<file path="src/rtl/mem_stage_ctrl.sv">
// Memory-stage controller: drives a variable-latency data memory through a
// req/ready handshake, stalls the pipeline while busy and owns the MEM/WB register.
module mem_stage_ctrl #(
    parameter int WIDTH    = 32,
    parameter int MAX_WAIT = 15
) (
    input  logic             i_clk,
    input  logic             i_rst,
    input  logic             i_mem_read,
    input  logic             i_mem_write,
    input  logic [1:0]       i_mem_to_reg,
    input  logic             i_reg_write,
    input  logic [WIDTH-1:0] i_alu_result,
    input  logic [WIDTH-1:0] i_write_data,
    input  logic [4:0]       i_rd,
    input  logic             i_dmem_ready,
    input  logic [WIDTH-1:0] i_dmem_rdata,
    output logic             o_dmem_req,
    output logic             o_dmem_we,
    output logic [WIDTH-1:0] o_dmem_addr,
    output logic [WIDTH-1:0] o_dmem_wdata,
    output logic             o_stall,
    output logic             o_mem_err,
    output logic             o_wb_reg_write,
    output logic [1:0]       o_wb_mem_to_reg,
    output logic [WIDTH-1:0] o_wb_read_data,
    output logic [WIDTH-1:0] o_wb_alu_result,
    output logic [4:0]       o_wb_rd
);

    localparam int CW = $clog2(MAX_WAIT + 1);
    localparam logic [CW-1:0] LAST_CNT = CW'(MAX_WAIT - 1);

    typedef enum logic [0:0] {
        ST_IDLE = 1'b0,
        ST_BUSY = 1'b1
    } state_t;

    state_t           r_state;
    state_t           w_state_nxt;
    logic [CW-1:0]    r_cnt;
    logic             r_dmem_req;
    logic             r_dmem_we;
    logic [WIDTH-1:0] r_dmem_addr;
    logic [WIDTH-1:0] r_dmem_wdata;
    logic             r_mem_err;
    logic             r_wb_reg_write;
    logic [1:0]       r_wb_mem_to_reg;
    logic [WIDTH-1:0] r_wb_read_data;
    logic [WIDTH-1:0] r_wb_alu_result;
    logic [4:0]       r_wb_rd;

    logic             w_mem_op;
    logic             w_stall;
    logic             w_start;
    logic             w_wb_load;
    logic             w_timeout;
    logic             w_wb_rw;
    logic [WIDTH-1:0] w_wb_rdata;

    // a simultaneous read and write is treated as a write via r_dmem_we
    assign w_mem_op = i_mem_read | i_mem_write;

    // State and datapath registers
    always_ff @(posedge i_clk) begin
        if (i_rst) begin
            r_state         <= ST_IDLE;
            r_cnt           <= '0;
            r_dmem_req      <= 1'b0;
            r_dmem_we       <= 1'b0;
            r_dmem_addr     <= '0;
            r_dmem_wdata    <= '0;
            r_mem_err       <= 1'b0;
            r_wb_reg_write  <= 1'b0;
            r_wb_mem_to_reg <= 2'b00;
            r_wb_read_data  <= '0;
            r_wb_alu_result <= '0;
            r_wb_rd         <= 5'd0;
        end else begin
            r_state   <= w_state_nxt;
            r_mem_err <= w_timeout;
            if (w_start) begin
                r_cnt        <= '0;
                r_dmem_req   <= 1'b1;
                r_dmem_we    <= i_mem_write;
                r_dmem_addr  <= i_alu_result;
                r_dmem_wdata <= i_write_data;
            end else if ((r_state == ST_BUSY) && w_stall) begin
                r_cnt <= r_cnt + CW'(1);
            end else begin
                r_cnt      <= '0;
                r_dmem_req <= 1'b0;
            end
            if (w_wb_load) begin
                r_wb_reg_write  <= w_wb_rw;
                r_wb_mem_to_reg <= i_mem_to_reg;
                r_wb_read_data  <= w_wb_rdata;
                r_wb_alu_result <= i_alu_result;
                r_wb_rd         <= i_rd;
            end
        end
    end

    // Next-state logic
    always_comb begin
        w_state_nxt = r_state;
        case (r_state)
            ST_IDLE: begin
                if (w_mem_op) begin
                    w_state_nxt = ST_BUSY;
                end else begin
                    w_state_nxt = ST_IDLE;
                end
            end
            ST_BUSY: begin
                if (i_dmem_ready || (r_cnt == LAST_CNT)) begin
                    w_state_nxt = ST_IDLE;
                end else begin
                    w_state_nxt = ST_BUSY;
                end
            end
            default: w_state_nxt = ST_IDLE;
        endcase
    end

    // Stall, access launch and MEM/WB load decisions
    always_comb begin
        w_stall    = 1'b0;
        w_start    = 1'b0;
        w_wb_load  = 1'b0;
        w_timeout  = 1'b0;
        w_wb_rw    = i_reg_write;
        w_wb_rdata = '0;
        case (r_state)
            ST_IDLE: begin
                if (w_mem_op) begin
                    w_stall = 1'b1;
                    w_start = 1'b1;
                end else begin
                    w_wb_load = 1'b1;
                end
            end
            ST_BUSY: begin
                if (i_dmem_ready) begin
                    w_wb_load  = 1'b1;
                    w_wb_rdata = r_dmem_we ? '0 : i_dmem_rdata;
                end else if (r_cnt == LAST_CNT) begin
                    // abandoned access must not write the register file
                    w_wb_load = 1'b1;
                    w_timeout = 1'b1;
                    w_wb_rw   = 1'b0;
                end else begin
                    w_stall = 1'b1;
                end
            end
            default: begin
                w_stall = 1'b0;
            end
        endcase
    end

    assign o_stall         = w_stall;
    assign o_dmem_req      = r_dmem_req;
    assign o_dmem_we       = r_dmem_we;
    assign o_dmem_addr     = r_dmem_addr;
    assign o_dmem_wdata    = r_dmem_wdata;
    assign o_mem_err       = r_mem_err;
    assign o_wb_reg_write  = r_wb_reg_write;
    assign o_wb_mem_to_reg = r_wb_mem_to_reg;
    assign o_wb_read_data  = r_wb_read_data;
    assign o_wb_alu_result = r_wb_alu_result;
    assign o_wb_rd         = r_wb_rd;

endmodule

</file>
<file path="config.mk">
export PLATFORM = sky130hd
export DESIGN_NAME = mem_stage_ctrl
export DESIGN_NICKNAME = d
export VERILOG_FILES = /design/src/rtl/mem_stage_ctrl.sv
export SDC_FILE = /design/constraint.sdc
export NUM_CORES = 1
export LEC_CHECK = 0
export ABC_AREA = 1
export CAP_MARGIN = 0
export CELL_PAD_IN_SITES_DETAIL_PLACEMENT = 0
export CELL_PAD_IN_SITES_GLOBAL_PLACEMENT = 2
export CORE_ASPECT_RATIO = 0.8
export CORE_UTILIZATION = 24
export CTS_CLUSTER_SIZE = 12
export DETAILED_ROUTE_END_ITERATION = 10
export GPL_ROUTABILITY_DRIVEN = 0
export HOLD_SLACK_MARGIN = 0.05
export PLACE_DENSITY = 0.91
export SETUP_SLACK_MARGIN = 0.1
export SYNTH_ARGS = -nofsm -noshare
export SYNTH_HDL_FRONTEND = slang
export SYNTH_SLANG_ARGS = --single-unit
</file>
<file path="constraint.sdc">
create_clock -name i_clk -period 2.6 [get_ports i_clk]
set_input_delay 0.65 -clock i_clk [delete_from_list [all_inputs] [get_ports i_clk]]
set_output_delay 0.65 -clock i_clk [all_outputs]
set_load 0.1 [all_outputs]
</file>
==> flow_metrics.py <==
metrics = {
    "run_status": {
        "outcome": "completed",
    },
    "die": {
        "floorplan.die.height_um": 139,
        "floorplan_die_area_um2": 24000,
        "effective_utilization_at_floorplan_pct": 24.7,
        "die_x_um": 173,
        "design.core.area_um2": 22700,
        "core.rowCount": 49,
        "io_pins": 249,
    },
    "sta": {
        "final_critical_path_setup_slack_ps": 294,
        "final-hold-violation-count": 0,
        "drv_slew": 0,
        "max-slew-margin-rel_pct": 63.3,
        "finalWorstPathRequiredPeriod_ps": 2310,
        "fmaxAchievable_mhz": 434,
        "count_of_final_setup_violators": 0,
        "finalSetupTns_ps": 0,
        "rsz0062_at_grt": "no",
        "max_slew.worst_pin.slew_ps": 550,
        "fin_skew_ps": 7.70,
        "final_clock_period_utilization_by_the_worst_path_pct": 88.7,
    },
    "synthesis": {
        "synth_top_area_cell": "sky130_fd_sc_hd__dfxtp_1",
        "asyncSetResetFlopFracSynth_pct": 0,
        "synthDominantCellAreaShare_pct": 51.3,
        "post_synth_instance_area_um2": 5620,
        "netlist_instances": 721,
        "synth_top_flop_cell": "sky130_fd_sc_hd__dfxtp_1",
        "synth_cell_types": 25,
        "synth_fp_nets": 832,
        "register_area_share_after_synthesis_pct": 51.3,
        "synth-edff-count": 0,
        "ys.warnings.count": 0,
        "synth_top_cells_by_count": "187 x sky130_fd_sc_hd__nor2_1, 144 x sky130_fd_sc_hd__dfxtp_1, 77 x sky130_fd_sc_hd__o21ai_0",
        "ys_seq_elements": 144,
        "netlist_top_cells_area": "sky130_fd_sc_hd__dfxtp_1 51%, sky130_fd_sc_hd__nor2_1 12%, sky130_fd_sc_hd__o21ai_0 6.9%, sky130_fd_sc_hd__a21oi_1 5.6%, sky130_fd_sc_hd__nand3b_1 4.8%",
        "most_common_cell_in_the_synthesized_netlist": "sky130_fd_sc_hd__nor2_1",
        "avg_synthesized_cell_area_um2": 7.80,
    },
    "pwr": {
        "leakage_nw": 3.81,
        "pwrdens_nw_per_um2": 902,
        "switching_share_pct": 39.8,
        "power.share.combinational_pct": 33.0,
        "portion_of_total_power_attributed_to_the_clock_network_pct": 34.8,
        "p_seq_share_pct": 32.2,
        "intPower_w": 0.00471,
        "netSwitchingPower_w": 0.00311,
        "max-vdd-ir-drop_v": 0.000413,
    },
    "cts": {
        "buffers_from_clock_root_to_sink_at_most": 2,
        "post_cts_clock_slew_at_the_launch_and_capture_registers_of_the_worst_setup_and_hold_paths_ps": 60,
        "cts-resized-gates": 0,
        "numClockSinks": 144,
        "cts_setup_buffers": 0,
        "tritoncts.num_buffers": 17,
        "hold_buffers": 0,
        "insertion_delay_ps": 410,
        "cts_root_buf": "sky130_fd_sc_hd__clkbuf_16",
        "tritoncts": "yes",
        "htree_levels": 4,
    },
    "placement": {
        "dp.final_hpwl_um": 11500,
        "number_of_buffers_inserted_by_port_buffering": 248,
        "dp_worst_slack_ps": 257,
    },
    "global_route": {
        "grt_pass1_vias": 5241,
        "gr-total-overflow": 0,
        "grt_antenna_before_repair": 0,
        "groute.usage.overall_pct": 14.7,
        "grt_max_degree": 116,
        "grt_pass1_wl_um": 28500,
    },
    "worst_hold_path": {
        "min_path_type": "reg -> reg",
    },
    "worst_setup_path": {
        "critPathTopFamily": "buffers and inverters",
        "setup.reg_to_reg.worst_slack_ps": 920,
        "worstPathCellList": "clkdlybuf4s50_1, nor2_4, nand2_4, nand2_2, buf_12",
        "worstPathRequired_ps": 1950,
        "category_of_the_worst_setup_path_capture_point": "output pin",
        "worst-endpoint-arrival_ps": 1660,
        "critical_path.startpoint_type": "input pin",
        "max_stage_delay_ps": 460,
        "critical_path_peak_fanout": 4,
        "cpMaxStageDelayCell": "sky130_fd_sc_hd__clkdlybuf4s50_1",
        "crit_buf_inv": 2,
        "timing.setup.critical_path_class": "in -> out",
    },
    "finish": {
        "insertedDiodeCount": 0,
        "layout.nets": 1050,
        "area_growth_pct": 54.1,
        "fin_util_pct": 38.1,
        "drive_gt1_share_pct": 20.2,
    },
    "drt": {
        "postRouteAntennaNets": 0,
        "detail_route.vias_per_cell": 4.37,
        "routed_wirelength_um": 17700,
        "drt_drc_violations_left": 0,
        "first_pass_iters": 5,
        "vias": 5492,
        "iteration_0_drc_markers": 380,
        "route.detailed.wl_per_inst_um": 14.1,
    },
    "run": {
        "cap_viol_max_count": 0,
    },
}
## layout make-up
class	instances	area (um2)
Fill cell	2399	14100
Sequential cell	144	2880
Multi-Input combinational cell	494	2340
Timing Repair Buffer	260	2320
Clock buffer	19	453
Tap cell	306	383
Clock inverter	13	198
Inverter	22	85.1
## worst register-to-register path, cell delays in order (launching register included)
cell and delay, ps:
sky130_fd_sc_hd__dfxtp_1 330, sky130_fd_sc_hd__inv_1 60, sky130_fd_sc_hd__ha_1 150, sky130_fd_sc_hd__nand3_2 140
sky130_fd_sc_hd__nand2_4 110, sky130_fd_sc_hd__buf_12 380, sky130_fd_sc_hd__nand3b_1 270, sky130_fd_sc_hd__nand2_1 90
sky130_fd_sc_hd__nor2_1 40
## worst paths after layout
kind                          to  cells past startpoint    startpoint
max                      o_stall                      5  i_dmem_ready
min                     r_cnt[0]                      1      r_cnt[0]
max reg2reg  o_wb_alu_result[16]                      8      r_cnt[0]
min reg2reg             r_cnt[0]                      1      r_cnt[0]
## cells in the final DEF, fill, tap and decap left out, drive strengths merged, types with 19 or more instances in the layout
master,synthesis,routed
clkbuf,24,19
nand3b,36,36
buf,37,152
nand4,19,19
inv,22,28
o21ai,80,80
a21oi,63,63
nand2,61,61
nand3,41,41
nor2,189,189
clkdlybuf4s50,0,108
dfxtp,144,144
## kinds of logic (layout without fill, tap and decap cells)
kind of cell / after synthesis / after routing / synth area share (%)
XOR/XNOR: 2 / 2 / 0.312
AND/OR/NAND/NOR: 347 / 347 / 27.7
adder cells (fa/ha/maj): 2 / 2 / 0.445
AO/OA/AOI/OAI: 143 / 143 / 12.9
flip-flops: 144 / 144 / 51.3
buffers and inverters: 83 / 314 / 7.30
## routing by layer
metal / vias up / routed length (um) / global-route usage, %
met5: - / 0 / 0
met4: 0 / 120 / 3.21
met3: 9 / 1490 / 5.78
met2: 194 / 7690 / 22.5
met1: 2478 / 8390 / 19.4
li1: 2811 / - / -
## through the flow
| stage | hold slack (ps) | area [um2] | total power [W] | cells |
|---|---|---|---|---|
| 3_5_place_dp | 452 | 8010 | 0.00516 | 1226 |
| 6_report | 460 | 8660 | 0.00781 | 1258 |
| 4_1_cts | 467 | 8660 | 0.00793 | 1258 |
| 5_1_grt | 489 | 8660 | 0.00815 | 1258 |
| 3_3_place_gp | 446 | 8010 | 0.00515 | 1226 |
| 2_1_floorplan | 430 | 5620 | 0.00450 | 721 |
## power groups by stage
stage,Combinational (W),Clock (W),Sequential [W]
4_1_cts,0.00259,0.00281,0.00252
5_1_grt,0.00270,0.00291,0.00254
2_1_floorplan,0.000520,0,0.00399
3_3_place_gp,0.00259,0,0.00256
3_5_place_dp,0.00259,0,0.00257
6_report,0.00258,0.00272,0.00252
Note: power is estimated with default switching activity, not from simulation.
